### config.mk
export PLATFORM = sky130hd
export DESIGN_NAME = tx_pcrc
export DESIGN_NICKNAME = d
export VERILOG_FILES = /design/src/rtl/tx_pcrc.sv
export SDC_FILE = /design/constraint.sdc
export NUM_CORES = 1
export LEC_CHECK = 0
export BUFFER_PORTS_ARGS = -buffer_cell sky130_fd_sc_hd__buf_2
export CAP_MARGIN = 20
export CORE_MARGIN = 2
export CORE_UTILIZATION = 35
export DETAILED_ROUTE_END_ITERATION = 12
export GPL_ROUTABILITY_DRIVEN = 0
export GPL_TIMING_DRIVEN = 0
export SLEW_MARGIN = 10
export SYNTH_ARGS = -nofsm -noshare
export SYNTH_HDL_FRONTEND = slang
export SYNTH_SLANG_ARGS = --single-unit
### constraint.sdc
create_clock -name clk -period 4.5 [get_ports clk]
set_input_delay 0.225 -clock clk [delete_from_list [all_inputs] [get_ports clk]]
set_output_delay 0.225 -clock clk [all_outputs]
set_load 0.03 [all_outputs]
### src/rtl/tx_pcrc.sv
// rtl/tx_pcrc.sv - 13-bit PCRC accumulator and MSB-first field serializer
//
// Purpose:
//   Builds a 13-bit CRC (generator 13'h19E7) over the transmitted bus bits.
//   On request, the CRC is sent out as a 13-bit field, MSB first. The block
//   has two states:
//     ACCUM - collects one bit per accepted pcrc_enable strobe.
//     SEND  - moves the serializer forward by one bit per accepted bit_tick.
//   Stuff bits are excluded from both the CRC and the field timing.
//
// Ports:
//   clk          in   1   system clock; all state changes on the rising edge
//   g_rst        in   1   synchronous active-high reset
//   tx_bit       in   1   current transmitted bus bit
//   pcrc_enable  in   1   strobe: fold tx_bit into the accumulator (ACCUM only)
//   stuff_bit    in   1   current bit is a stuff bit; blocks accumulate/advance
//   initialize   in   1   start-of-frame clear
//   tx_success   in   1   frame transmitted OK; clear
//   rx_success   in   1   frame received / arbitration lost; clear
//   pcrc_send    in   1   start serializing the PCRC field (ACCUM only)
//   bit_tick     in   1   strobe: advance the serializer by one bus bit
//   pcrc_bit     out  1   field bit to drive on the bus (0 outside SEND)
//   pcrc_busy    out  1   high while in SEND
//   pcrc_done    out  1   one-cycle pulse after the 13th field bit is consumed
//   pcrc_val     out  13  current accumulator value

module tx_pcrc (
  input  logic        clk,
  input  logic        g_rst,
  input  logic        tx_bit,
  input  logic        pcrc_enable,
  input  logic        stuff_bit,
  input  logic        initialize,
  input  logic        tx_success,
  input  logic        rx_success,
  input  logic        pcrc_send,
  input  logic        bit_tick,
  output logic        pcrc_bit,
  output logic        pcrc_busy,
  output logic        pcrc_done,
  output logic [12:0] pcrc_val
);

  localparam logic [12:0] PCRC_POLY = 13'h19E7;
  localparam logic [3:0]  LAST_BIT  = 4'd12;

  typedef enum logic [0:0] {
    ACCUM = 1'b0,
    SEND  = 1'b1
  } state_t;

  state_t      state_q, state_d;
  logic [12:0] val_q,   val_d;
  logic [12:0] sreg_q,  sreg_d;
  logic [3:0]  cnt_q,   cnt_d;
  logic        done_q,  done_d;

  logic        frame_clear;
  logic        crc_fb;
  logic [12:0] crc_shift;
  logic [12:0] crc_next;

  // Any of the three frame-boundary events clears everything. Together they
  // outrank every other request except reset.
  assign frame_clear = tx_success | rx_success | initialize;

  // One serial step of the CRC: shift left, then XOR the generator in when
  // the incoming bit differs from the bit that is shifted out.
  assign crc_fb    = tx_bit ^ val_q[12];
  assign crc_shift = {val_q[11:0], 1'b0};
  assign crc_next  = crc_fb ? (crc_shift ^ PCRC_POLY) : crc_shift;

  always_comb begin
    state_d = state_q;
    val_d   = val_q;
    sreg_d  = sreg_q;
    cnt_d   = cnt_q;
    done_d  = 1'b0;

    if (frame_clear) begin
      // Aborting mid-SEND leaves done_d low, so no completion pulse is produced.
      state_d = ACCUM;
      val_d   = '0;
      sreg_d  = '0;
      cnt_d   = '0;
    end else begin
      unique case (state_q)
        ACCUM: begin
          if (pcrc_send) begin
            // pcrc_send outranks pcrc_enable, so a bit strobed in this same
            // cycle is dropped. The snapshot below is the CRC as it was.
            sreg_d  = val_q;
            cnt_d   = '0;
            state_d = SEND;
          end else if (pcrc_enable && !stuff_bit) begin
            val_d = crc_next;
          end
        end

        SEND: begin
          // pcrc_send and pcrc_enable are ignored in this state. pcrc_val
          // holds, so the field always matches the snapshot taken.
          if (bit_tick && !stuff_bit) begin
            if (cnt_q == LAST_BIT) begin
              done_d  = 1'b1;
              val_d   = '0;
              sreg_d  = '0;
              cnt_d   = '0;
              state_d = ACCUM;
            end else begin
              sreg_d = {sreg_q[11:0], 1'b0};
              cnt_d  = cnt_q + 4'd1;
            end
          end
        end

        default: begin
          state_d = ACCUM;
        end
      endcase
    end
  end

  always_ff @(posedge clk) begin
    if (g_rst) begin
      state_q <= ACCUM;
      val_q   <= '0;
      sreg_q  <= '0;
      cnt_q   <= '0;
      done_q  <= 1'b0;
    end else begin
      state_q <= state_d;
      val_q   <= val_d;
      sreg_q  <= sreg_d;
      cnt_q   <= cnt_d;
      done_q  <= done_d;
    end
  end

  // Every output comes straight from flops. pcrc_bit is gated by the state,
  // so it stays at 0 while in ACCUM.
  assign pcrc_busy = (state_q == SEND);
  assign pcrc_bit  = (state_q == SEND) & sreg_q[12];
  assign pcrc_done = done_q;
  assign pcrc_val  = val_q;

endmodule

# After elaboration in Yosys (flattened, before gate mapping)
# Index checks and enable logic that the tools add are counted.
# word_totals
inputBits,10
latchBits,0
mem_bits_rw,0
out_inout_bits,16
word_cells,45
mem_bits_ro,0
n_memories,0
reg_bits,32
# op_classes
n_lt_le_gt_ge,0
n_div,0
n_reduce_logical,7
shifts,0
eq_ne,6
bitwise,7
mul,0
n_mux,19
n_addsub,1
# op_table
cell,n
$mux W13,8
$pmux W13 S2,2
$mux W4,3
$not A9 Y9,1
$pmux W4 S2,1
$ne A2 B2 Y1 const B,3
$add A4 B1 Y4 const B,1
$eq A4 B4 Y1 const B,1
$mux W1,4
$ne A2 B1 Y1 const B,2
$reduce_and A4 Y1,1
$reduce_or A4 Y1,1
$logic_and A1 B1 Y1,2
$not A1 Y1,2
$or A1 B1 Y1,2
$pmux W1 S2,1
$reduce_and A2 Y1,1
$reduce_or A2 Y1,1
$and A1 B1 Y1,1
$logic_not A1 Y1,1
$xor A1 B1 Y1,1

# Longest topological paths before layout
# depth
ltp_word,5
mapped_depth,6
ltp_nobuf,5

# Worst setup path before layout
# OpenSTA, ideal clock, no wires.
# synth_timing
kind,register to output
start,register state_q (netlist: pcrc_busy)
end,output pcrc_bit
setup_slack_ns,2.777
path_buffers,3
required_time_ns,4.275
arrival_ns,1.498
stages_incl_launch_ff,5
path_cell_list,dfxtp_1 > buf_2 > clkbuf_1 > buf_2 > and2_1
# synth_between
elab_chain_len,1
# synth_lines
element,line_no,rtl
from (decl),52,"state_t state_q, state_d;"
from (signal assigned),132,state_q <= state_d;
$and A1 B1 Y1,143,assign pcrc_bit = (state_q == SEND) & sreg_q[12];
to (decl),38,"output logic pcrc_bit,"
# No other way between the ends.

# Worst setup path in the final report
# Ends and elaborated chain as after synthesis.

==> out/summary.txt <==
status = finished, final reports clean
largest cells by area after synthesis = dfxtp_1 (43%), nand3_1 (6.3%), a21oi_1 (5.7%)
FF-to-FF End = sreg_q[3]$_SDFFE_PP0P_
Top FF cell, synth = dfxtp_1
CP cell instances = buf_2, clkbuf_1, buf_2, and2_1, buf_2
Mapped Nets = 176
clock sinks = 32
largest net degree at the start of global routing = 11
total negative slack = 0 ns
post-route ant nets = 0
vias in the first global route = 1,389
CTS Buffer Depth = 2
Post-synth EDFFs = 0
worst setup margin = 2.47 ns
hold path startpoint = pcrc_send
area leader, netlist = dfxtp_1
FF-to-FF setup slack = 2.70 ns
root buffer cell = clkbuf_8
detailed placement HPWL = 2770 um
startpoint types = flip-flop
first-pass GRT wire length = 6560 um
Post-CTS Hold Buffers = 0
initial antenna violation count = 0
worst-case headroom to the max-slew limit = 60.2%
worst-path maximum fanout = 10
die width = 69.6 um
synthesized cell area = 0.00150 mm^2
slowest stage delay, CP = 0.34 ns
post-route clock period utilization = 45.2%
Sequential Power Share = 48.7%
path depth of the worst reg2reg path = 6
Max Transition Viols Final = 0
Peak supply drop = 0.184 mV
pre-CTS setup slack = 2.79 ns
share of layout cells above drive strength 1 = 23.4%
Die H = 69.6 um
Via density = 5.71
final number of setup-violating endpoints = 0
Ports = 26
DR iter-0 viols = 66
DRT Pass-1 Iters = 4
overall routing resource usage = 16.8%
CTS HTree Levels = 2
number of library cell types mapped by synthesis = 31
# port buffers = 25
Top cell by count, worst path = buf_2
RR Startpoint = cnt_q[0]$_SDFFE_PP0P_
Fmax = 491 MHz
CP delay by family, top = buffers and inverters
hold depth = 2
Yosys warnings = 0
Mean Syn Cell Area = 9.17 um^2
CTS Buf Count = 5
critical path arrival = 1.81 ns
drt drc = 0
Clk pwr share = 45.5%
Pleak = 0.663 nW
post-synthesis sequential area ratio = 42.6%
Sw Share = 21.2%
slowest CP cell = dfxtp_1
area delta synth->final = 19.6%
fin crit period = 2.03 ns
PD cells = 326 mW/mm^2
Worst EP required = 4.28 ns
switching power = 0.000125 W
Hold Fails Final Rpt = 0
fillers = 407
vias = 1,410
crit path kind = reg2out
Setup Buffers After CTS = 0
grt total ovfl = 0
P_int = 0.000462 W
number of synthesized register bits = 32
Worst-path clk slew = 0.07 ns
# resized after CTS = 0
Slew @ Worst Pin = 0.596 ns
Avg WL per Cell = 15.7 um
Clock Skews = 0.00600 ns
area share of the largest cell type after synthesis = 42.6%
Die ar. = 0.00484 mm^2
Hold EP = pcrc_busy$_SDFF_PP0_
worst hold path class = in2reg
Final Net Count = 208
Setup crit end kind = output pin
Comb power frac = 5.8%
WL final = 3870 um
number of max-cap violations = 0
n_diodes = 0
Starting Density = 37.1%
Syn Inst Count = 164
CP Buf/Inv Count = 4
Core Rows = 23
asr flop ratio synth = 0%
later-pin clock latency in the skew report = 0.28 ns
Core Region = 0.00406 mm^2
TritonCTS clock tree = done
RSZ-0062 raised after global routing = false
## Yosys cell counts (all sizes together) (2+ instances only)
library cell and n:
nand3b 7, buf 10, xnor2 8, nand2 4
a311oi 5, inv 2, dfxtp 32, nand3 19
clkbuf 6, nand2b 5, o211ai 5, o31ai 8
a21oi 17, ha 2, nor3 5, o2bb2ai 8
o21ai 8
## final cells by class
class / instances / area [um^2] / area share, %
multi-input cells: 114 / 777 / 43.2
well taps: 50 / 62.6 / 3.48
inverters: 2 / 7.51 / 0.417
flip-flops and latches: 32 / 641 / 35.6
plain buffers: 16 / 78.8 / 4.38
clock buffers: 6 / 72.6 / 4.03
repair buffers: 25 / 125 / 6.95
clock inverters: 2 / 35.0 / 1.95
## metal layers
layer  share of wire, %  wire (um)  global-route usage [%]
met1                 46       1790                    21.8
met2                 47       1820                    26.6
met3                5.7        219                    4.65
met4               0.93         36                    6.10
met5                  0          0                       0
## power by group through the flow
stage               clock (W)  combinational (W)  sequential, W
CTS                  0.000271          0.0000339       0.000286
floorplan                   0          0.0000214       0.000293
detailed placement          0          0.0000337       0.000292
finish               0.000267          0.0000341       0.000286
global placement            0          0.0000328       0.000292
global route         0.000286          0.0000373       0.000286
## sequential cells by signal, summed over array words and instances (netlist names)
name and count:
sreg_q 13, cnt_q 4, pcrc_done 1, pcrc_val 13
pcrc_busy 1
## through the flow
stage                     power (W)  cells  area (um^2)  hold slack, ns  util, %
final                      0.000587    247         1800           0.311     44.3
after global placement     0.000325    239         1690           0.450     41.7
after global routing       0.000609    247         1800           0.306     44.3
after CTS                  0.000591    247         1800           0.309     44.3
after detailed placement   0.000326    239         1690           0.463     41.7
after floorplan            0.000314    164         1500           0.410        -
## kinds of logic after synthesis
logic type	count (synthesis)	synth area share, %
xor+xnor	9	5.74
flops	32	42.6
buf+inv	18	5.74
fa+ha+maj	2	1.66
simple gates	49	20.1
compound gates	54	24.2
## how the worst max path moves through the flow
stage | end | start | cells past startpoint | slack (ns)
6_report | pcrc_bit | pcrc_busy$_SDFF_PP0_ | 5 | 2.47
5_1_grt | pcrc_bit | pcrc_busy$_SDFF_PP0_ | 5 | 2.34
4_1_cts | pcrc_bit | pcrc_busy$_SDFF_PP0_ | 5 | 2.47
3_5_place_dp | pcrc_bit | pcrc_busy$_SDFF_PP0_ | 5 | 2.79
3_3_place_gp | pcrc_bit | pcrc_busy$_SDFF_PP0_ | 5 | 2.80
2_1_floorplan | pcrc_bit | pcrc_busy$_SDFF_PP0_ | 4 | 2.78
## layout by cell type (no fill, tap or decap), types with 2 or more instances in the layout
cell type,count
a21oi_1,17
a311oi_1,5
buf_2,34
clkbuf_1,7
clkbuf_8,5
dfxtp_1,32
ha_1,2
inv_1,2
nand2_1,4
nand2b_1,5
nand3_1,19
nand3b_1,7
nor3_1,5
o211ai_1,5
o21ai_0,8
o2bb2ai_1,8
o31ai_1,8
xnor2_1,8
(Power assumes the default switching activity.)
